$ cat config.mk
export PLATFORM = sky130hd
export DESIGN_NAME = pc_sequencer
export DESIGN_NICKNAME = d
export VERILOG_FILES = /design/src/rtl/pc_sequencer.sv
export SDC_FILE = /design/constraint.sdc
export NUM_CORES = 1
export LEC_CHECK = 0
export ABC_AREA = 1
export BUFFER_PORTS_ARGS = -buffer_cell sky130_fd_sc_hd__buf_2
export CORE_MARGIN = 2
export CORE_UTILIZATION = 40
export DETAILED_ROUTE_END_ITERATION = 10
export GPL_ROUTABILITY_DRIVEN = 0
export MAX_ROUTING_LAYER = met4
export PLACE_DENSITY_LB_ADDON = 0.05
export SKIP_CTS_REPAIR_TIMING = 1
export SYNTH_ARGS = -nofsm -noshare
export SYNTH_HDL_FRONTEND = slang
export SYNTH_SLANG_ARGS = --single-unit
export TNS_END_PERCENT = 30
$ cat constraint.sdc
create_clock -name clk_in -period 5.09 [get_ports clk_in]
set_input_delay 1.018 -clock clk_in [delete_from_list [all_inputs] [get_ports clk_in]]
set_output_delay 1.018 -clock clk_in [all_outputs]
set_load 0.02 [all_outputs]
$ cat src/rtl/pc_sequencer.sv
// Program-counter sequencer with INC/JUMP/BRANCH/CALL/RET and a circular return-address stack.
// Single-cycle update; callers stall by holding pc_update_en_in low, and the block never pushes back.
module pc_sequencer #(
  parameter int                    ADDR_WIDTH   = 16,
  parameter int                    ALIGN_BITS   = 1,
  parameter int                    STACK_DEPTH  = 4,
  parameter logic [ADDR_WIDTH-1:0] RESET_VECTOR = '0
) (
  input  logic                               clk_in,
  input  logic                               reset_in,
  input  logic                               pc_update_en_in,
  input  logic [2:0]                         pc_op_in,
  input  logic [ADDR_WIDTH-1:0]              target_addr_in,
  input  logic [ADDR_WIDTH-1:0]              branch_offset_in,
  input  logic                               err_clear_in,
  output logic [ADDR_WIDTH-1:0]              pc_out,
  output logic [$clog2(STACK_DEPTH+1)-1:0]   stack_depth_out,
  output logic                               stack_empty_out,
  output logic                               stack_full_out,
  output logic                               overflow_err_out,
  output logic                               underflow_err_out
);

  localparam int PW  = ADDR_WIDTH - ALIGN_BITS;
  localparam int DW  = $clog2(STACK_DEPTH + 1);
  localparam int SPW = (STACK_DEPTH > 1) ? $clog2(STACK_DEPTH) : 1;

  localparam logic [SPW-1:0] LAST_SLOT = SPW'(STACK_DEPTH - 1);
  localparam logic [PW-1:0]  RESET_PC  = PW'(RESET_VECTOR >> ALIGN_BITS);

  localparam logic [2:0] OP_INC    = 3'b000;
  localparam logic [2:0] OP_JUMP   = 3'b001;
  localparam logic [2:0] OP_BRANCH = 3'b010;
  localparam logic [2:0] OP_CALL   = 3'b011;
  localparam logic [2:0] OP_RET    = 3'b100;

  logic [PW-1:0]         pc_q;
  logic [PW-1:0]         stack_q [STACK_DEPTH];
  logic [SPW-1:0]        wr_ptr_q;
  logic [DW-1:0]         depth_q;
  logic                  overflow_q;
  logic                  underflow_q;

  logic [PW-1:0]         pc_inc;
  logic [PW-1:0]         target_pc;
  logic [PW-1:0]         branch_pc;
  logic [ADDR_WIDTH-1:0] branch_sum;
  logic [SPW-1:0]        wr_ptr_next;
  logic [SPW-1:0]        rd_ptr;
  logic                  stack_full;
  logic                  stack_empty;
  logic                  do_call;
  logic                  do_ret;

  always_comb begin
    pc_inc      = pc_q + PW'(1);
    target_pc   = PW'(target_addr_in >> ALIGN_BITS);
    branch_sum  = pc_out + branch_offset_in;
    branch_pc   = PW'(branch_sum >> ALIGN_BITS);
    // wr_ptr_q is the next free slot; a full stack wraps onto its oldest entry
    wr_ptr_next = (wr_ptr_q == LAST_SLOT) ? '0 : wr_ptr_q + SPW'(1);
    rd_ptr      = (wr_ptr_q == '0) ? LAST_SLOT : wr_ptr_q - SPW'(1);
    stack_full  = (depth_q == DW'(STACK_DEPTH));
    stack_empty = (depth_q == '0);
    do_call     = pc_update_en_in && (pc_op_in == OP_CALL);
    do_ret      = pc_update_en_in && (pc_op_in == OP_RET);
  end

  always_ff @(posedge clk_in) begin
    if (reset_in) begin
      pc_q        <= RESET_PC;
      wr_ptr_q    <= '0;
      depth_q     <= '0;
      overflow_q  <= 1'b0;
      underflow_q <= 1'b0;
    end else begin
      overflow_q  <= (overflow_q  & ~err_clear_in) | (do_call & stack_full);
      underflow_q <= (underflow_q & ~err_clear_in) | (do_ret  & stack_empty);
      if (pc_update_en_in) begin
        case (pc_op_in)
          OP_INC:    pc_q <= pc_inc;
          OP_JUMP:   pc_q <= target_pc;
          OP_BRANCH: pc_q <= branch_pc;
          OP_CALL: begin
            pc_q     <= target_pc;
            wr_ptr_q <= wr_ptr_next;
            if (!stack_full) depth_q <= depth_q + DW'(1);
          end
          OP_RET: begin
            if (!stack_empty) begin
              pc_q     <= stack_q[rd_ptr];
              wr_ptr_q <= rd_ptr;
              depth_q  <= depth_q - DW'(1);
            end
          end
          default: ;
        endcase
      end
    end
  end

  always_ff @(posedge clk_in) begin
    if (!reset_in && do_call) stack_q[wr_ptr_q] <= pc_inc;
  end

  assign pc_out            = ADDR_WIDTH'(pc_q) << ALIGN_BITS;
  assign stack_depth_out   = depth_q;
  assign stack_empty_out   = stack_empty;
  assign stack_full_out    = stack_full;
  assign overflow_err_out  = overflow_q;
  assign underflow_err_out = underflow_q;

endmodule

* Yosys cells after proc, flatten, opt, wreduce, memory -nomap -nowiden
Memories as Yosys holds them, arrays and structs flattened.
Index checks and enable logic that the tools add are counted.
** Word-level totals
- Register bits after elaboration :: 22
- Latch bits :: 0
- Memory bits (writable) :: 60
- ROM bits :: 0
- Input port bits :: 39
- Output and inout port bits :: 23
- Logic and storage cells :: 51
- Memories :: 1
** Memories
- stack_q :: depth 4, width 15, read ports 1, clocked after memory_dff 0, write ports 1, RTL line 38 : logic [PW-1:0] stack_q [STACK_DEPTH];
** Cells by class
- Add/sub/neg operators :: 6
- $mul :: 0
- Div/mod/pow operators :: 0
- $lt $le $gt $ge :: 0
- Eq/ne operators :: 8
- Shift-type cells :: 0
- Mux-type cells :: 11
- Bitwise logic cells :: 7
- Reduce and logical (&&, ||, !) cells :: 13
** Operators by type and width (count)
- case mux 15 bit (4 select lines) :: 1
- adder 16 bit :: 1
- adder 15 x 1 -> 15 bit, second input constant :: 1
- two-way mux 15 bit :: 1
- equality test 3 x 2 -> 1 bit, second input constant :: 2
- equality test 3 bit, second input constant :: 2
- logical NOT 3 bit :: 2
- two-way mux 2 bit :: 3
- two-way mux 3 bit :: 2
- case mux 3 bit (2 select lines) :: 1
- AND reduction 3 bit :: 2
- AND 1 bit :: 4
- != test 2 bit, second input constant :: 2
- case mux 2 bit (2 select lines) :: 1
- AND reduction 4 bit :: 1
- nonzero test 4 bit :: 1
- adder 3 x 1 -> 3 bit, second input constant :: 1
- equality test 3 x 1 -> 1 bit, second input constant :: 1
- logical AND 1 bit :: 3
- subtractor 3 x 1 -> 3 bit, second input constant :: 1
- adder 2 x 1 -> 2 bit, second input constant :: 1
- equality test 2 bit, second input constant :: 1
- logical NOT 2 bit :: 1
- two-way mux 1 bit :: 2
- 6 further kinds :: 7

* Depth between registers and ports, before layout
Gate-level depths: netlist of run 1.
- Word-level depth :: 5
- Depth in mapped cells :: 14
- Mapped depth without buffers :: 13

* Worst setup path before layout of run 1
No wires, ideal clock.
- Path kind :: input port to flip-flop
- Start point :: in pc_op_in[0]
- End point :: mem stack_q[1][0] (netlist bit), enable pin
- Library setup time :: 0.387 ns
- Data arrival time :: 2.253 ns
- Data required time :: 4.703 ns
- Slack :: 2.450 ns
- Stages :: 5
- Path buffers :: 1
- Path through :: inv_2 nor2_4 buf_2 nand4_1 nor2_1
** Between the ends
- Longest elaborated chain between the ends :: 5
** Ends and longest elaborated chain
- start: declaration :: RTL line 12 : input logic [2:0] pc_op_in,
- equality test 3 x 2 -> 1 bit :: RTL line 65 : do_call = pc_update_en_in && (pc_op_in == OP_CALL);
- logical AND 1 bit :: RTL line 65
- logical AND 1 bit :: RTL line 103 : if (!reset_in && do_call) stack_q[wr_ptr_q] <= pc_inc;
- two-way mux 1 bit :: RTL line 103
- two-way mux 1 bit (not written as such) :: RTL line 103
- end: declaration :: RTL line 38
Every way passes these cells.

* Worst setup path after layout of run 1
- Start point :: in pc_op_in[0]
- End point :: mem stack_q[3][5] (netlist bit), enable pin
Same word-level chain as after synthesis.

==> qor.txt, run 1 <==
Max transition margin -> 32.39%
vias per std cell -> 5.161
Simple-Gate Fraction of Synth Area -> 29.42%
Port Buffer Count -> 58
Mapped Cells -> 621
Max Slew Vio Count -> 0
Worst EP arrival -> 2770 ps
worst hold-check path type -> register to register
die area -> 0.01317 mm2
prevailing post-synth register cell -> edfxtp_1
crit path cell chain -> buf_2 -> inv_2 -> nor2_4 -> nand4_1 -> nor2_2
adder-cell share of the synthesized area -> 5.660%
Initial Util -> 40.85%
Post-DRT Antenna Nets -> 0
area grow syn2layout -> 13.87%
main combinational cell family by area after synthesis -> simple AND/OR/NAND/NOR gates
outcome -> finished clean
GRT overflow -> 0
Setup CP Type -> input pin to register
post-synthesis xor/xnor area fraction -> 1.606%
Clock Sinks -> 82
Die Wd -> 114.8 um
CTS tree -> yes
period utilization -> 55.34%
hold slack -> 464.1 ps
fmax -> 355.0 MHz
DRC -> 0
Clock H-tree levels -> 3
post-synth cell types -> 37
Layout Nets -> 735
mux cell area share after synthesis -> 0%
CTS max path bufs -> 2
Syn Std Cell Area -> 0.004907 mm2
share of post-route cells with drive strength above 1 -> 15.59%
Final setup viols -> 0
Worst Tran Pin Value -> 1013 ps
worst clock skew -> 9.069 ps
first-pass GRT wire length -> 20,960 um
Die Y -> 114.8 um
initial DRC count -> 305
slowest CP cell -> nor2_2
mean routed wirelength per cell -> 15.92 um
vias in the first global route -> 4,043
gr usage total -> 21.69%
RSZ-0062 raised after global routing -> no
maximum VDD drop -> 0.1752 mV
number of antenna violations at the first check in global routing -> 0
largest net degree at the start of global routing -> 32
Worst setup EP type -> register
Async SR Flop Fraction -> 0%
Site Rows -> 40
CP Launch Type -> input pin
total I/O pin count -> 62
Worst-Skew Late Latency -> 340 ps
number of flops mapped to enable cells by yosys -> 60
router iterations before antenna repair -> 5
CP Data Required Time -> 5050 ps
Setup TNS -> 0 ps
CTS Buf Count -> 9
dpl hpwl -> 9531 um
Synth warnings -> 0
Vias -> 4,268
DRT Wirelength -> 13,160 um
# diodes -> 0
Root Driver -> clkbuf_16
Synth Area in Compound Gates -> 8.975%
crit-path max FO -> 17
slowest stage delay, CP -> 810 ps
FF+latch count, synth -> 82
sequential area share after synthesis -> 45.69%
Clock Pin Slew Worst Setup and Hold Paths -> 60 ps
minimum clock period -> 2817 ps
max_cap viols -> 0
Avg Inst Size Synth -> 7.902 um2
Cell Pwr Density -> 285.5 mW/mm2
Hold Fails Final Rpt -> 0
syn nets -> 681
core footprint -> 0.01201 mm2
Lkg Pwr -> 2.462 nW
==> per-stage QoR <==
stage | utilization (%) | total power, mW | cell area (um2) | std cells | setup WS, ps
6_report | 46.52 | 1.595 | 5588 | 827 | 2273
5_1_grt | 46.52 | 1.667 | 5588 | 827 | 1980
4_1_cts | 46.52 | 1.606 | 5588 | 827 | 2200
3_5_place_dp | 44.26 | 1.014 | 5316 | 811 | 1842
3_3_place_gp | 44.26 | 1.011 | 5316 | 811 | 1859
2_1_floorplan | - | 0.9333 | 4907 | 621 | 2450
==> worst max-delay path, delay by kind of cell <==
family	cells	cell delay, ps
buffers and inverters	2	190
and+or+nand+nor	3	1550
==> sequential cells by signal, indices dropped and copies added (netlist names) <==
| name | flops |
|---|---|
| underflow_err_out | 1 |
| stack_q | 60 |
| overflow_err_out | 1 |
| stack_depth_out | 3 |
| wr_ptr_q | 2 |
| pc_q | 15 |
==> metal layers <==
metal | GRT usage [%] | part of all wire [%] | vias to the layer above
met1 | 29.08 | 48 | 2034
met2 | 35.11 | 49 | 67
met4 | 6.345 | 1.1 | 0
li1 | - | - | 2156
met3 | 2.214 | 2.2 | 11
met5 | - | 0 | -
==> cells in the final DEF, fill, tap and decap left out, types with 5 or more instances in the layout <==
cell type	synthesis	layout
nand4_1	11	11
nor2_1	34	30
xor2_1	9	9
a21oi_1	32	32
nand2_1	193	193
edfxtp_1	60	60
inv_1	79	79
o22ai_1	7	7
nor2_2	1	5
ha_1	19	19
o21ai_1	10	10
nand3_1	64	64
dfxtp_1	22	22
clkbuf_16	0	9
nor3_1	7	7
inv_2	9	9
o21ai_0	14	14
buf_2	9	58
==> where the power goes <==
group	internal [mW]	switching (mW)
Clock	0.328	0.267
Combinational	0.0839	0.166
Sequential	0.730	0.0188
Total	1.14	0.452
==> path summary, 6_finish.rpt <==
kind                                start  slack (ps)  cells past startpoint                      endpoint
min          underflow_err_out$_SDFF_PP0_         460                      1  underflow_err_out$_SDFF_PP0_
min reg2reg  underflow_err_out$_SDFF_PP0_         460                      1  underflow_err_out$_SDFF_PP0_
max reg2reg      wr_ptr_q[0]$_SDFFE_PP0P_        2390                     12          pc_q[2]$_SDFFE_PP0P_
max                           pc_op_in[0]        2270                      5       stack_q[3][5]$_DFFE_PP_
==> kinds of logic (layout without fill, tap and decap cells) <==
logic type | count (synthesis) | in the layout
compound gates | 75 | 75
xor+xnor | 9 | 9
fa+ha+maj | 21 | 21
buf+inv | 105 | 164
flops | 82 | 82
other cells | 1 | 1
simple gates | 328 | 328
==> area by class of cell <==
cell class                      count  area (um2)
Fill cell                        1217        6424
Multi-Input combinational cell    434        2255
Sequential cell                    82        2242
Inverter                           88       330.3
Timing Repair Buffer               60       305.3
Clock buffer                        9       225.2
Tap cell                          147       183.9
Clock inverter                      7       46.29
==> cells in the mapped netlist, types with 5 or more instances <==
master,number,share of area [%]
o21ai_0,14,1.4
xor2_1,9,1.6
edfxtp_1,60,37
clkbuf_1,5,0.38
inv_2,9,0.69
buf_2,9,0.92
nor2_1,34,2.6
nand2_1,193,15
a21oi_1,32,3.3
inv_1,79,6.0
dfxtp_1,22,9.0
nor3_1,7,0.71
nand3_1,64,6.5
o22ai_1,7,0.89
o21ai_1,10,1.0
nand4_1,11,1.4
ha_1,19,4.8
No activity file was read; power rests on OpenSTA's default activity.
==> run 2, diff against run 1 <==
clock period = 2.85 ns   (was 5.09 ns; I/O delays follow)
==> qor.txt, run 2 (same netlist as run 1, synthesis figures left out) <==
outcome -> finished clean
Worst Tran Pin Value -> 565.1 ps (-448.0 ps)
share of post-route cells with drive strength above 1 -> 16.59% (+1.0 points)
router iterations before antenna repair -> 5 (unchanged)
Max transition margin -> 62.19% (+30 points)
Top reg by flops -> stack_q
hold slack -> 444.4 ps (-19.72 ps)
commonest non-fill, non-tap cell in the layout -> nand2_1
minimum clock period -> 2097 ps
Worst-Skew Late Latency -> 340 ps (about the same)
# diodes -> 0 (unchanged)
total I/O pin count -> 62 (unchanged)
vias in the first global route -> 4,140 (+2.4%)
mean routed wirelength per cell -> 15.75 um (-1.0%)
Worst setup EP type -> register
fmax -> 476.9 MHz
first-pass GRT wire length -> 21,360 um (+1.9%)
die area -> 0.01317 mm2 (unchanged)
largest net degree at the start of global routing -> 20 (-38%)
period utilization -> 73.58%
Lkg Pwr -> 2.559 nW (+3.9%)
dpl cells -> 824 (+1.6%)
Die Wd -> 114.8 um (unchanged)
CTS tree -> yes
Site Rows -> 40 (unchanged)
worst hold-check path type -> input pin to register
Layout Nets -> 748 (+1.8%)
gr usage total -> 22.13% (+0.44 points)
CTS Buf Count -> 9 (unchanged)
Setup TNS -> 0 ps (unchanged)
max FFs per register -> 60 (unchanged)
worst clock skew -> 10.29 ps (+1.217 ps)
number of antenna violations at the first check in global routing -> 0 (unchanged)
Clock Pin Slew Worst Setup and Hold Paths -> 60 ps (about the same)
Cell Pwr Density -> 525.7 mW/mm2 (+84%)
DRC -> 0 (unchanged)
final instance area -> 0.005713 mm2 (+2.2%)
Hold Fails Final Rpt -> 0 (unchanged)
Port Buffer Count -> 58 (unchanged)
non-filler cells, final -> 840 (+1.6%)
Post-DRT Antenna Nets -> 0 (unchanged)
GRT overflow -> 0 (unchanged)
Final setup viols -> 0 (unchanged)
DRT Wirelength -> 13,230 um (+0.52%)
Die Y -> 114.8 um (unchanged)
max_cap viols -> 0 (unchanged)
maximum VDD drop -> 0.2298 mV (+31%)
vias per std cell -> 5.135 (-0.51%)
CTS max path bufs -> 2 (unchanged)
RSZ-0062 raised after global routing -> no
Initial Util -> 40.85% (unchanged)
fill count -> 1,181 (-3.0%)
Vias -> 4,313 (+1.1%)
core footprint -> 0.01201 mm2 (unchanged)
CP Data Required Time -> 3120 ps (-1930 ps)
dpl hpwl -> 9898 um (+3.9%)
initial DRC count -> 305 (unchanged)
crit-path max FO -> 17 (unchanged)
most frequent cells in the layout -> 193 x nand2_1, 79 x inv_1, 64 x nand3_1, 60 x edfxtp_1, 58 x buf_2
Clock Sinks -> 82 (unchanged)
Clock H-tree levels -> 3 (unchanged)
Worst EP arrival -> 2360 ps (-410 ps)
area grow syn2layout -> 16.42%
Root Driver -> clkbuf_16
Setup CP Type -> register to register
CP Launch Type -> register
Max Slew Vio Count -> 0 (unchanged)
dpl cell area -> 0.005404 mm2 (+1.6%)
run 2: cell count changes in the layout (fill, tap and decap cells not counted):
cell | previous run | this run
clkinv_2 | 2 | 4
nor2_1 | 30 | 34
bufinv_16 | 0 | 2
clkinv_4 | 2 | 0
nor2_2 | 5 | 1
clkinvlp_4 | 2 | 0
buf_4 | 2 | 15
run 2: layout make-up:
cell class | instances | area (um2) | area share, %
multi-input combinational | 434 | 2245 | 39.29
sequential | 82 | 2242 | 39.25
timing repair buffer | 73 | 402.9 | 7.052
inverter | 88 | 330.3 | 5.782
clock buffer | 9 | 225.2 | 3.942
tap | 147 | 183.9 | 3.219
clock inverter | 7 | 83.83 | 1.467
run 2: final timing paths:
path	slack, ps	startpoint	depth (start not counted)	end
hold / removal	440	err_clear_in	2	overflow_err_out$_SDFF_PP0_
setup reg to reg	750	wr_ptr_q[0]$_SDFFE_PP0P_	15	pc_q[12]$_SDFFE_PP0P_
hold reg to reg	470	underflow_err_out$_SDFF_PP0_	1	underflow_err_out$_SDFF_PP0_
setup / recovery	750	wr_ptr_q[0]$_SDFFE_PP0P_	15	pc_q[12]$_SDFFE_PP0P_
run 2: stage by stage:
stage               power [mW]  utilization [%]  worst slack [ps]
finish                   3.004            47.56             753.0
global route             3.153            47.56             462.4
CTS                      3.030            47.56             754.1
detailed placement       1.824            44.99             583.9
global placement         1.814            44.99             608.6
floorplan                1.667                -             658.1
run 2: critical path, stage by stage (launching register included):
cell	delay, ps
dfxtp_1	400
inv_1	100
ha_1	200
inv_1	70
nand2_1	70
buf_4	210
inv_1	90
buf_4	220
nand2_1	70
nand3_1	70
nand3_1	130
nand3_1	110
inv_1	60
nand2_1	60
nand2_1	40
a21oi_1	110
run 2: per-layer routing:
layer | global-route usage (%) | vias to the layer above | share of wire, %
met5 | - | - | 0
met4 | 5.783 | 0 | 0.90
met3 | 3.268 | 11 | 5.1
met2 | 36.49 | 99 | 49
met1 | 28.76 | 2021 | 45
li1 | - | 2182 | -
run 2: power by group:
part | leakage [nW] | switching, mW | internal [mW]
clock | 0.156 | 0.448 | 0.757
combinational | 1.69 | 0.306 | 0.160
sequential | 0.717 | 0.0278 | 1.30
==> run 3, diff against run 2 <==
clock period = 2.1 ns   (was 2.85 ns; I/O delays follow)
==> qor.txt, run 3 (same netlist as run 1, synthesis figures left out) <==
outcome -> finished clean
max FFs per register -> 60 (unchanged)
largest net degree at the start of global routing -> 20 (unchanged)
Reg power frac -> 42.8% (-1.6 points)
Layout Utilization -> 48.86% (+1.3 points)
reg-to-reg startpoint -> pc_q[1]$_SDFFE_PP0P_
Worst setup EP type -> register
combinational power share -> 15.8% (+0.3 points)
router iterations before antenna repair -> 4 (-1)
Worst EP arrival -> 2130 ps (-230 ps)
Max transition margin -> 62.83% (+0.64 points)
gr usage total -> 22.39% (+0.26 points)
internal power -> 3.061 mW (+38%)
core footprint -> 0.01201 mm2 (unchanged)
Site Rows -> 40 (unchanged)
# diodes -> 0 (unchanged)
Max Slew Vio Count -> 0 (unchanged)
Setup TNS -> 0 ps (unchanged)
Net Sw Power -> 1.144 mW (+46%)
CTS max path bufs -> 2 (unchanged)
Worst Tran Pin Value -> 555.5 ps (-9.607 ps)
Final setup viols -> 0 (unchanged)
worst hold-check path type -> input pin to register
total I/O pin count -> 62 (unchanged)
area grow syn2layout -> 19.61%
Worst-Skew Late Latency -> 350 ps (about the same)
Hold Fails Final Rpt -> 0 (unchanged)
GRT overflow -> 0 (unchanged)
Cell Pwr Density -> 716.4 mW/mm2 (+36%)
CTS tree -> yes
number of antenna violations at the first check in global routing -> 0 (unchanged)
CP Data Required Time -> 2370 ps (-750 ps)
CP Launch Type -> register
hold slack -> 283.4 ps (-161.0 ps)
Hold Crit Depth -> 2 (unchanged)
final instance area -> 0.005869 mm2 (+2.7%)
fmax -> 537.4 MHz (+13%)
most frequent cells in the layout -> 193 x nand2_1, 79 x inv_1, 64 x nand3_1, 60 x edfxtp_1, 58 x buf_2
r2r worst-path depth -> 12 (-3)
Top reg by flops -> stack_q
dpl cell area -> 0.005542 mm2 (+2.5%)
first-pass GRT wire length -> 21,590 um (+1.1%)
Vias -> 4,370 (+1.3%)
RSZ-0062 raised after global routing -> no
Setup CP Type -> register to register
vias per std cell -> 5.111 (-0.46%)
Clock Sinks -> 82 (unchanged)
Initial Util -> 40.85% (unchanged)
vias in the first global route -> 4,167 (+0.65%)
CTS Buf Count -> 9 (unchanged)
mean routed wirelength per cell -> 15.63 um (-0.78%)
max_cap viols -> 0 (unchanged)
Root Driver -> clkbuf_16
Clock Pin Slew Worst Setup and Hold Paths -> 70 ps (about the same)
initial DRC count -> 317 (+3.9%)
share of post-route cells with drive strength above 1 -> 18.64% (+2.0 points)
minimum clock period -> 1861 ps (-236.2 ps)
dpl hpwl -> 9992 um (+0.95%)
worst clock skew -> 10.84 ps (+0.5559 ps)
Lkg Pwr -> 2.644 nW (+3.3%)
DRC -> 0 (unchanged)
Hold Path End -> overflow_err_out$_SDFF_PP0_
commonest non-fill, non-tap cell in the layout -> nand2_1
die area -> 0.01317 mm2 (unchanged)
crit-path max FO -> 7 (-10)
Clock H-tree levels -> 3 (unchanged)
R2R setup slack -> 240 ps (-510 ps)
maximum VDD drop -> 0.2931 mV (+28%)
DRT Wirelength -> 13,360 um (+0.99%)
hold_sp -> err_clear_in
Die Y -> 114.8 um (unchanged)
Sw Ratio -> 27.20% (+1.2 points)
Layout Nets -> 763 (+2.0%)
period utilization -> 88.61% (+15 points)
fill count -> 1,185 (+0.34%)
Port Buffer Count -> 58 (unchanged)
Post-DRT Antenna Nets -> 0 (unchanged)
Die Wd -> 114.8 um (unchanged)
Clk pwr share -> 41.4% (+1.3 points)
Worst R2R End -> pc_q[9]$_SDFFE_PP0P_
## run 3: metrics by stage
| stage | instances | setup WS (ps) | power (mW) |
|---|---|---|---|
| after floorplan | 621 | 58.07 | 2.262 |
| after global placement | 839 | 40.44 | 2.490 |
| after detailed placement | 839 | 16.32 | 2.497 |
| after CTS | 855 | 175.0 | 4.226 |
| after global routing | 855 | 29.85 | 4.378 |
| final | 855 | 239.2 | 4.205 |
## run 3: worst max-delay path by stage
stage / from / end / slack [ps]
floorplan: pc_op_in[0] / stack_q[2][0]$_DFFE_PP_ / 60
global placement: branch_offset_in[1] / pc_q[6]$_SDFFE_PP0P_ / 40
detailed placement: branch_offset_in[1] / pc_q[6]$_SDFFE_PP0P_ / 20
CTS: wr_ptr_q[0]$_SDFFE_PP0P_ / pc_q[10]$_SDFFE_PP0P_ / 180
global route: pc_q[1]$_SDFFE_PP0P_ / pc_q[9]$_SDFFE_PP0P_ / 30
finish: pc_q[1]$_SDFFE_PP0P_ / pc_q[9]$_SDFFE_PP0P_ / 240
## run 3: power by group through the flow
stage	Combinational [mW]	Sequential, mW	Clock (mW)
floorplan	0.402	1.86	0
global placement	0.655	1.84	0
detailed placement	0.662	1.84	0
CTS	0.667	1.80	1.76
global route	0.749	1.80	1.82
finish	0.664	1.80	1.74
## run 3: final cells by class
class | instances | area, um2 | area share [%]
inverters | 88 | 330.3 | 5.628
well taps | 147 | 183.9 | 3.134
repair buffers | 88 | 540.5 | 9.209
clock inverters | 7 | 101.3 | 1.727
clock buffers | 9 | 225.2 | 3.837
multi-input cells | 434 | 2245 | 38.24
flip-flops and latches | 82 | 2243 | 38.22
## run 3: critical path: stages, from the launching register on
cell and delay (ps):
dfxtp_1 510, ha_1 310, nand2_1 70, nor2_1 40, nand2_1 50, nand3_1 190, nand2_1 140, nand2_1 50
nand2_1 50, nand3_1 90, nand2_1 70, nand2_1 40, a21oi_1 160
## run 3: routing by layer
| metal | wire length, um | global-route usage (%) |
|---|---|---|
| met3 | 432 | 1.898 |
| met2 | 6269 | 36.33 |
| met1 | 6470 | 30.01 |
| met4 | 189 | 7.068 |
| met5 | 0 | - |
